## src/rtl/vga_timing.sv

```systemverilog
// VGA timing generator: free-running pixel/line counters with registered
// sync and blanking flags, all cycle-aligned with the counts they describe.
module vga_timing #(
  parameter int unsigned HOR_PIXELS = 800,
  parameter int unsigned HOR_FRONT  = 40,
  parameter int unsigned HOR_SYNC   = 128,
  parameter int unsigned HOR_BACK   = 88,
  parameter int unsigned VER_PIXELS = 600,
  parameter int unsigned VER_FRONT  = 1,
  parameter int unsigned VER_SYNC   = 4,
  parameter int unsigned VER_BACK   = 23
) (
  input  logic        clk,
  input  logic        rst,
  output logic [10:0] hcount,
  output logic [10:0] vcount,
  output logic        hsync,
  output logic        vsync,
  output logic        hblnk,
  output logic        vblnk,
  output logic [11:0] rgb,
  output logic        frame_start
);

  localparam int unsigned HTOTAL = HOR_PIXELS + HOR_FRONT + HOR_SYNC + HOR_BACK;
  localparam int unsigned VTOTAL = VER_PIXELS + VER_FRONT + VER_SYNC + VER_BACK;

  localparam logic [10:0] H_LAST     = 11'(HTOTAL - 1);
  localparam logic [10:0] V_LAST     = 11'(VTOTAL - 1);
  localparam logic [10:0] H_BLNK     = 11'(HOR_PIXELS);
  localparam logic [10:0] H_SYNC_BEG = 11'(HOR_PIXELS + HOR_FRONT);
  localparam logic [10:0] H_SYNC_END = 11'(HOR_PIXELS + HOR_FRONT + HOR_SYNC);
  localparam logic [10:0] V_BLNK     = 11'(VER_PIXELS);
  localparam logic [10:0] V_SYNC_BEG = 11'(VER_PIXELS + VER_FRONT);
  localparam logic [10:0] V_SYNC_END = 11'(VER_PIXELS + VER_FRONT + VER_SYNC);

  logic [10:0] h_next;
  logic [10:0] v_next;

  always_comb begin
    h_next = hcount + 11'd1;
    v_next = vcount;
    if (hcount == H_LAST) begin
      h_next = '0;
      v_next = (vcount == V_LAST) ? '0 : vcount + 11'd1;
    end
  end

  // Flags are decoded from the next counts so they land in the same cycle
  // as the counter values they describe.
  always_ff @(posedge clk) begin
    if (rst) begin
      hcount      <= '0;
      vcount      <= '0;
      hsync       <= 1'b0;
      vsync       <= 1'b0;
      hblnk       <= 1'b0;
      vblnk       <= 1'b0;
      rgb         <= '0;
      frame_start <= 1'b0;
    end else begin
      hcount      <= h_next;
      vcount      <= v_next;
      hblnk       <= (h_next >= H_BLNK);
      hsync       <= (h_next >= H_SYNC_BEG) && (h_next < H_SYNC_END);
      vblnk       <= (v_next >= V_BLNK);
      vsync       <= (v_next >= V_SYNC_BEG) && (v_next < V_SYNC_END);
      rgb         <= '0;
      frame_start <= (h_next == '0) && (v_next == '0);
    end
  end

endmodule
```

## config.mk

```make
export PLATFORM = sky130hd
export DESIGN_NAME = vga_timing
export DESIGN_NICKNAME = d
export VERILOG_FILES = /design/src/rtl/vga_timing.sv
export SDC_FILE = /design/constraint.sdc
export NUM_CORES = 1
export LEC_CHECK = 0
export ABC_AREA = 1
export CAP_MARGIN = 20
export CORE_UTILIZATION = 54
export CTS_CLUSTER_SIZE = 20
export DETAILED_ROUTE_END_ITERATION = 8
export GPL_ROUTABILITY_DRIVEN = 0
export PLACE_DENSITY = 0.85
export SETUP_SLACK_MARGIN = 0.3
export SKIP_CTS_REPAIR_TIMING = 1
export SLEW_MARGIN = 40
export SYNTH_ARGS = -nofsm -noshare
export SYNTH_HDL_FRONTEND = slang
export SYNTH_SLANG_ARGS = --single-unit
```

## constraint.sdc

```tcl
create_clock -name clk -period 4.1 [get_ports clk]
set_input_delay 1.23 -clock clk [delete_from_list [all_inputs] [get_ports clk]]
set_output_delay 1.23 -clock clk [all_outputs]
set_load 0.005 [all_outputs]
```

==> impl_metrics.py, run 1 <==
metrics = {
    "logic_synthesis": {
        "synth-simple-area-share": 0.488,
        "synth_top_cell_by_area": "dfxtp_1",
        "synth_xor_area_frac": 0.00977,
        "yosysMostFrequentCell": "nand2_1",
        "synth_edf_count": 0,
        "synth_common_cells": "nand2_1, nor2_1, inv_1",
        "synthTopCellsByArea": "dfxtp_1, nand2_1, nor2_1",
        "synth_top_cell_area_share": 0.301,
        "synth.distinct_cells": 31,
        "synthCells": 281,
        "syn_area_per_cell_sq_um": 6.38,
        "ys.flop_type": "dfxtp_1",
        "ys_warn_count": 0,
        "async_reset_ff_frac": 0,
        "synth_top_family_by_area": "simple AND/OR/NAND/NOR gates",
        "synth_mux_area_frac": 0,
        "synth-adder-area-share": 0.0140,
        "ys_ff_latch": 27,
        "ys_seq_area_frac": 0.301,
        "synth-compound-area-share": 0.0482,
        "synth_area_sq_um": 1790,
    },
    "global_routing": {
        "grtUsageTotal": 0.247,
        "antenna_found_initial": 0,
        "grt_pass1_vias": 1582,
        "grt_max_degree": 27,
        "overflow": 0,
        "grt_pass1_wl_microns": 6630,
    },
    "detailed_routing": {
        "postRouteAntennaNets": 0,
        "drc": 0,
        "viasPerCell": 5.03,
        "vias": 1774,
        "wirelength_microns": 3860,
        "routedWlPerCell_microns": 10.9,
        "drtIter0Drc": 130,
        "first_pass_iters": 4,
    },
    "die": {
        "fp.dieW_microns": 59.6,
        "die_y_microns": 59.6,
        "pin_count": 41,
        "row_count": 20,
        "core_sq_um": 3100,
        "start_util": 0.578,
        "die_area_sq_um": 3550,
    },
    "setup_path": {
        "startpoint": "vcount[2]$_SDFF_PP0_",
        "worst-path-buf-inv": 1,
        "crit_type": "reg -> out",
        "crit_path_max_incr_delay_ns": 0.56,
        "cpLargestDelayFamily": "buffers and inverters",
        "crit_chain": "clkdlybuf4s50_1",
        "startpoint_type": "flop",
        "cp_data_required_time_ns": 2.87,
        "rr_startpoint": "vcount[0]$_SDFF_PP0_",
        "critPathSlowestCell": "clkdlybuf4s50_1",
        "crit_arrival_ns": 1.39,
        "cp-end-kind": "output pin",
        "path_max_fanout": 9,
    },
    "placement": {
        "portBuffers": 28,
        "pre_cts_ws_ns": 1.45,
        "hpwlAfterDp_microns": 3040,
    },
    "finish": {
        "fillers": 282,
        "multi_input_area_sq_um": 1050,
        "syn2layout_area_growth_pct": 16.9,
        "regArea_sq_um": 541,
        "drive_gt1_frac": 0.107,
        "nets": 314,
        "diodes": 0,
    },
    "clock_tree": {
        "cts_made_buffers": 3,
        "h-tree-depth": 1,
        "cts_tree": "done",
        "cts_sinks": 27,
        "clk_pin_slew_ns": 0.14,
        "clkLatencyLatePin_ns": 0.33,
        "cts.path.max_buffers": 2,
        "cts_root_buf": "clkbuf_4",
    },
    "timing": {
        "fin_crit_sh": 0.638,
        "setup_ws_ns": 1.48,
        "maxClockFrequency_mhz": 382,
        "slew_violations": 0,
        "setup_tns_ns": 0,
        "min_period_ns": 2.62,
        "hold_violations": 0,
        "finClkSkew_ns": 0.00538,
        "finalSetupViolations": 0,
        "grt_setup_unrepaired": "no",
        "hold_slack_ns": 0.525,
    },
    "power_and_ir_drop": {
        "ir_worst_vdd_v": 0.000174,
        "switching_share": 0.231,
        "p_comb_frac": 0.047,
        "internal_power_uw": 310,
        "cellLeakagePower_nw": 0.982,
        "p_sw_uw": 93.2,
        "clkPwrFrac": 0.288,
        "p_seq_frac": 0.665,
        "power.density_nw_per_um2": 192,
    },
    "status": {
        "status": "complete, no violations",
    },
    "hold_path": {
        "hp-class": "reg -> reg",
        "hold_start": "hcount[0]$_SDFF_PP0_",
    },
    "flow_run": {
        "cap_violations": 0,
    },
}
==> cell families after synthesis <==
logic type,after synthesis
AND/OR/NAND/NOR,183
buffers and inverters,52
flip-flops,27
AO/OA/AOI/OAI,14
XOR/XNOR,2
adder cells (fa/ha/maj),2
other,1
==> stage by stage <==
| step | instance area [sq um] | instances | utilization | total power [mW] |
|---|---|---|---|---|
| 4_1_cts | 2100 | 353 | 0.675 | 0.405 |
| 3_3_place_gp | 2070 | 349 | 0.667 | 0.292 |
| 2_1_floorplan | 1830 | 292 | - | 0.293 |
| 3_5_place_dp | 2070 | 349 | 0.667 | 0.293 |
| 5_1_grt | 2100 | 353 | 0.675 | 0.420 |
| 6_report | 2100 | 353 | 0.675 | 0.403 |
==> flip-flops by register name (all words and copies together) (netlist names) <==
name         cells
vblnk            1
hblnk            1
hsync            1
vsync            1
hcount          11
vcount          11
frame_start      1
==> power groups by stage <==
stage               sequential, mW  clock, mW  combinational (mW)
floorplan                    0.274          0              0.0195
global placement             0.274          0              0.0188
detailed placement           0.274          0              0.0190
CTS                          0.268      0.118              0.0191
global route                 0.269      0.129              0.0218
finish                       0.268      0.116              0.0191
==> layout by cell type, fill, tap and decap left out, types with 3 or more instances in the layout <==
master           Yosys  final
conb_1               1     12
nand3_2              3      3
nand4_1             14     14
nand2_1             70     70
nand3_1             24     24
a21oi_1              6      6
nor2_1              45     45
nor2_4               3      3
nor2_2               5      5
clkbuf_4             0      3
nand2_2              9      9
nor3_1               3      3
inv_1               34     34
dfxtp_1             27     27
clkdlybuf4s50_1      0     28
==> area by class of cell <==
type | instances | share of cell area
clock buffers | 3 | 0.0107
clock inverters | 1 | 0.00239
inverters | 36 | 0.0645
multi-input cells | 213 | 0.501
flip-flops and latches | 27 | 0.258
well taps | 44 | 0.0263
repair buffers | 29 | 0.137
==> final timing paths <==
check | cells after the start | to | slack, ns
max | 1 | vcount[2] | 1.48
max reg2reg | 11 | frame_start$_SDFF_PP0_ | 2.08
min reg2reg | 1 | hcount[0]$_SDFF_PP0_ | 0.53
min | 1 | hcount[0]$_SDFF_PP0_ | 0.53
==> routing by layer <==
| layer | part of all wire | GRT usage | up-vias |
|---|---|---|---|
| met5 | 0 | 0 | - |
| met4 | 0.028 | 0.130 | 0 |
| met1 | 0.44 | 0.298 | 793 |
| li1 | - | - | 923 |
| met3 | 0.042 | 0.0218 | 11 |
| met2 | 0.49 | 0.432 | 47 |
No activity file was read; power rests on OpenSTA's default activity.
==> run 2, diff against run 1 <==
--- a/config.mk
+++ b/config.mk
@@ -7,11 +7,11 @@
 export LEC_CHECK = 0
 export ABC_AREA = 1
 export CAP_MARGIN = 20
-export CORE_UTILIZATION = 54
+export CORE_UTILIZATION = 50
 export CTS_CLUSTER_SIZE = 20
 export DETAILED_ROUTE_END_ITERATION = 8
 export GPL_ROUTABILITY_DRIVEN = 0
-export PLACE_DENSITY = 0.85
+export PLACE_DENSITY = 0.8
 export SETUP_SLACK_MARGIN = 0.3
 export SKIP_CTS_REPAIR_TIMING = 1
 export SLEW_MARGIN = 40
==> constraint.sdc (replaced) <==
create_clock -name clk -period 2.7 [get_ports clk]
set_input_delay 0.81 -clock clk [delete_from_list [all_inputs] [get_ports clk]]
set_output_delay 0.81 -clock clk [all_outputs]
set_load 0.005 [all_outputs]
==> run 2 against run 1 <==
Total power rose by 52%. Hold slack better by 0.013 ns. Sequential power up 52%. Design area about the same. Sequential share of layout area about the same. Clock power increased by 52%. Largest power group unchanged. Clock skew rose by 0.016 ns. Non-clock buffer count did not move.
==> impl_metrics.py, run 2 (same netlist as run 1, synthesis figures left out) <==
metrics = {
    "detailed_routing": {
        "drc": 0,
        "vias": 1742,
        "first_pass_iters": 4,
        "viasPerCell": 4.91,
        "routedWlPerCell_microns": 11.3,
        "drtIter0Drc": 169,
        "postRouteAntennaNets": 0,
        "wirelength_microns": 4000,
    },
    "finish": {
        "stdcell_count": 355,
        "diodes": 0,
        "final_common_cell": "nand2_1",
        "mostFrequentLayoutCells": "nand2_1, nor2_1, inv_1",
        "fillers": 329,
        "nets": 314,
        "utilization": 0.619,
        "layout_top_registers": "hcount: 11 flops, vcount: 11 flops",
        "drive_gt1_frac": 0.104,
        "syn2layout_area_growth_pct": 17.0,
    },
    "clock_tree": {
        "clkLatencyLatePin_ns": 0.33,
        "h-tree-depth": 1,
        "cts_root_buf": "clkbuf_4",
        "cts_tree": "done",
        "cts_made_buffers": 3,
        "cts.path.max_buffers": 2,
        "cts_sinks": 27,
        "clk_pin_slew_ns": 0.15,
    },
    "timing": {
        "fin_crit_sh": 0.827,
        "finClkSkew_ns": 0.0218,
        "finalSetupViolations": 0,
        "maxClockFrequency_mhz": 448,
        "slew_violations": 0,
        "hold_violations": 0,
        "setup_ws_ns": 0.468,
        "grt_setup_unrepaired": "no",
        "setup_tns_ns": 0,
        "min_period_ns": 2.23,
    },
    "die": {
        "row_count": 21,
        "die_y_microns": 61.9,
        "start_util": 0.529,
        "fp.dieW_microns": 61.9,
        "pin_count": 41,
        "core_sq_um": 3390,
        "die_area_sq_um": 3830,
    },
    "setup_path": {
        "crit_chain": "clkdlybuf4s50_1",
        "path_max_fanout": 9,
        "cpLargestDelayFamily": "buffers and inverters",
        "cp_data_required_time_ns": 1.89,
        "cp-end-kind": "output pin",
        "r2r_slack_ns": 0.74,
        "crit_arrival_ns": 1.42,
        "crit_path_max_incr_delay_ns": 0.56,
        "crit_type": "reg -> out",
        "critPathSlowestCell": "clkdlybuf4s50_1",
        "worst-path-buf-inv": 1,
        "startpoint_type": "flop",
    },
    "power_and_ir_drop": {
        "p_comb_frac": 0.048,
        "power.density_nw_per_um2": 292,
        "cellLeakagePower_nw": 0.980,
        "p_seq_frac": 0.665,
        "ir_worst_vdd_v": 0.000352,
        "p_sw_uw": 140,
        "switching_share": 0.228,
        "clkPwrFrac": 0.287,
        "power_uw": 613,
        "internal_power_uw": 473,
    },
    "global_routing": {
        "antenna_found_initial": 0,
        "grt_max_degree": 26,
        "grt_pass1_wl_microns": 6440,
        "grtUsageTotal": 0.229,
        "grt_pass1_vias": 1467,
        "overflow": 0,
    },
    "placement": {
        "pre_cts_ws_ns": 0.691,
        "portBuffers": 28,
        "dpl.cell_count": 351,
        "hpwlAfterDp_microns": 3130,
    },
    "flow_run": {
        "cap_violations": 0,
    },
    "status": {
        "status": "complete, no violations",
    },
    "hold_path": {
        "hp-class": "reg -> reg",
    },
}
## run 2: cell types whose count changed in the layout (fill, tap and decap cells not counted), sizes merged
cell	previous run	this run
clkbuf	3	4
clkinv	2	1
## run 2: layout make-up
type / instances / area (sq um) / share of cell area
repair buffers: 29 / 288 / 0.137
clock buffers: 4 / 26.3 / 0.0125
inverters: 36 / 135 / 0.0644
well taps: 46 / 57.6 / 0.0274
flip-flops and latches: 27 / 541 / 0.258
multi-input cells: 213 / 1050 / 0.501
## run 2: per-layer routing
| metal | global-route usage | up-vias | part of all wire | wire length [microns] |
|---|---|---|---|---|
| met5 | 0 | - | 0 | 0 |
| met1 | 0.288 | 765 | 0.46 | 1830 |
| met2 | 0.392 | 50 | 0.49 | 1950 |
| met3 | 0.0435 | 4 | 0.042 | 167 |
| met4 | 0.0825 | 0 | 0.011 | 42 |
| li1 | - | 923 | - | - |
## run 2: path summary, 6_finish.rpt
kind / startpoint / depth (start not counted) / end
setup / recovery: vcount[2]$_SDFF_PP0_ / 1 / vcount[2]
hold / removal: hcount[0]$_SDFF_PP0_ / 1 / hcount[0]$_SDFF_PP0_
setup reg to reg: vcount[0]$_SDFF_PP0_ / 10 / vblnk$_SDFF_PP0_
hold reg to reg: hcount[0]$_SDFF_PP0_ / 1 / hcount[0]$_SDFF_PP0_
## run 2: per-stage QoR
stage          hold WS, ns  instance area (sq um)
4_1_cts              0.540                   2100
6_report             0.539                   2100
3_5_place_dp         0.516                   2070
5_1_grt              0.556                   2100
3_3_place_gp         0.520                   2070
2_1_floorplan        0.496                   1830
## run 2: power groups by stage
stage          sequential [mW]  combinational, mW  clock (mW)
2_1_floorplan            0.416             0.0296           0
3_3_place_gp             0.416             0.0288           0
3_5_place_dp             0.416             0.0296           0
4_1_cts                  0.407             0.0297       0.186
5_1_grt                  0.408             0.0347       0.199
6_report                 0.407             0.0295       0.176
==> run 3, diff against run 2 <==
==> constraint.sdc (replaced) <==
create_clock -name clk -period 2.3 [get_ports clk]
set_input_delay 0.69 -clock clk [delete_from_list [all_inputs] [get_ports clk]]
set_output_delay 0.69 -clock clk [all_outputs]
set_load 0.005 [all_outputs]
==> run 3 against run 2 <==
Combinational power increased by 19%. First-iteration DRC count is 20% lower. Worst setup slack got worse by 0.16 ns. Critical endpoint unchanged. Clock skew fell by 0.016 ns. Largest power group unchanged.
==> impl_metrics.py, run 3 (same netlist as run 1, synthesis figures left out) <==
metrics = {
    "setup_path": {
        "crit_arrival_ns": 1.30,
        "cp_data_required_time_ns": 1.61,
        "cpLargestDelayFamily": "buffers and inverters",
        "path_max_fanout": 9,
        "startpoint": "vcount[2]$_SDFF_PP0_",
        "startpoint_type": "flop",
        "cp-end-kind": "output pin",
        "rr_startpoint": "hcount[0]$_SDFF_PP0_",
        "crit_type": "reg -> out",
        "crit_path_max_incr_delay_ns": 0.52,
        "crit_chain": "clkdlybuf4s50_1",
        "worst-path-buf-inv": 1,
        "critPathSlowestCell": "clkdlybuf4s50_1",
    },
    "finish": {
        "diodes": 0,
        "layout_top_registers": "hcount: 11 flops, vcount: 11 flops",
        "syn2layout_area_growth_pct": 19.7,
        "final_common_cell": "nand2_1",
        "mostFrequentLayoutCells": "nand2_1, nor2_1, inv_1",
        "utilization": 0.633,
        "drive_gt1_frac": 0.178,
        "fin_area_sq_um": 2150,
        "nets": 314,
    },
    "power_and_ir_drop": {
        "power_uw": 720,
        "cellLeakagePower_nw": 0.989,
        "power.density_nw_per_um2": 336,
        "ir_worst_vdd_v": 0.000358,
    },
    "placement": {
        "hpwlAfterDp_microns": 3120,
        "portBuffers": 28,
        "post_dp_cell_area_sq_um": 2070,
    },
    "clock_tree": {
        "cts_tree": "done",
        "cts_made_buffers": 3,
        "cts_root_buf": "clkbuf_4",
        "h-tree-depth": 1,
        "cts_sinks": 27,
        "clkLatencyLatePin_ns": 0.33,
        "cts.path.max_buffers": 2,
        "clk_pin_slew_ns": 0.15,
    },
    "timing": {
        "setup_tns_ns": 0,
        "min_period_ns": 1.99,
        "fin_crit_sh": 0.864,
        "finalSetupViolations": 0,
        "hold_violations": 0,
        "finClkSkew_ns": 0.00576,
        "slew_violations": 0,
        "maxClockFrequency_mhz": 503,
        "grt_setup_unrepaired": "yes",
    },
    "die": {
        "die_area_sq_um": 3830,
        "pin_count": 41,
        "core_sq_um": 3390,
        "die_y_microns": 61.9,
        "fp.dieW_microns": 61.9,
        "start_util": 0.529,
        "row_count": 21,
    },
    "global_routing": {
        "grt_pass1_vias": 1454,
        "grt_pass1_wl_microns": 6460,
        "overflow": 0,
        "grt_max_degree": 26,
        "grtUsageTotal": 0.225,
        "antenna_found_initial": 0,
    },
    "detailed_routing": {
        "wirelength_microns": 4060,
        "postRouteAntennaNets": 0,
        "first_pass_iters": 4,
        "routedWlPerCell_microns": 11.4,
        "drc": 0,
        "drtIter0Drc": 135,
        "vias": 1789,
        "viasPerCell": 5.04,
    },
    "status": {
        "status": "complete, no violations",
    },
    "hold_path": {
        "hold_start": "hcount[0]$_SDFF_PP0_",
        "hp-class": "reg -> reg",
    },
    "flow_run": {
        "cap_violations": 0,
    },
}
[run 3: path summary, 6_finish.rpt]
path | to | slack, ns | cells after the start
worst max-delay path | vcount[2] | 0.31 | 1
worst min-delay path | hcount[0]$_SDFF_PP0_ | 0.47 | 1
worst max register to register | vsync$_SDFF_PP0_ | 0.51 | 10
worst min register to register | hcount[0]$_SDFF_PP0_ | 0.47 | 1
[run 3: layout make-up]
class / count / area, sq um
clock buffer: 3 / 22.5
fill: 307 / 1240
timing repair buffer: 29 / 288
tap: 46 / 57.6
sequential: 27 / 583
inverter: 36 / 135
clock inverter: 1 / 5.00
multi-input combinational: 213 / 1050
[run 3: worst register-to-register path, delay by kind of cell, from the launching register on]
family | cells | cell delay (ns)
AO/OA/AOI/OAI | 1 | 0.17
adder cells (fa/ha/maj) | 1 | 0.22
flip-flops | 1 | 0.40
AND/OR/NAND/NOR | 8 | 0.95
[run 3: layer usage]
layer | GRT usage | up-vias | share of wire
met1 | 0.285 | 812 | 0.45
met4 | 0.0603 | 0 | 0.0098
li1 | - | 926 | -
met2 | 0.402 | 45 | 0.50
met3 | 0.0290 | 6 | 0.035
met5 | 0 | - | 0
[run 3: report_power, final]
part	leakage, nW	internal (mW)	total [mW]	switching, mW
Sequential	0.230	0.466	0.472	0.00582
Combinational	0.741	0.0154	0.0352	0.0198
Clock	0.0177	0.0654	0.213	0.148
Total	0.989	0.547	0.720	0.173
[run 3: stage by stage]
| stage | cells | setup slack, ns | hold slack [ns] |
|---|---|---|---|
| 2_1_floorplan | 292 | 0.628 | 0.496 |
| 3_3_place_gp | 351 | 0.393 | 0.512 |
| 3_5_place_dp | 351 | 0.402 | 0.529 |
| 4_1_cts | 355 | 0.192 | 0.549 |
| 5_1_grt | 355 | 0.244 | 0.481 |
| 6_report | 355 | 0.312 | 0.468 |
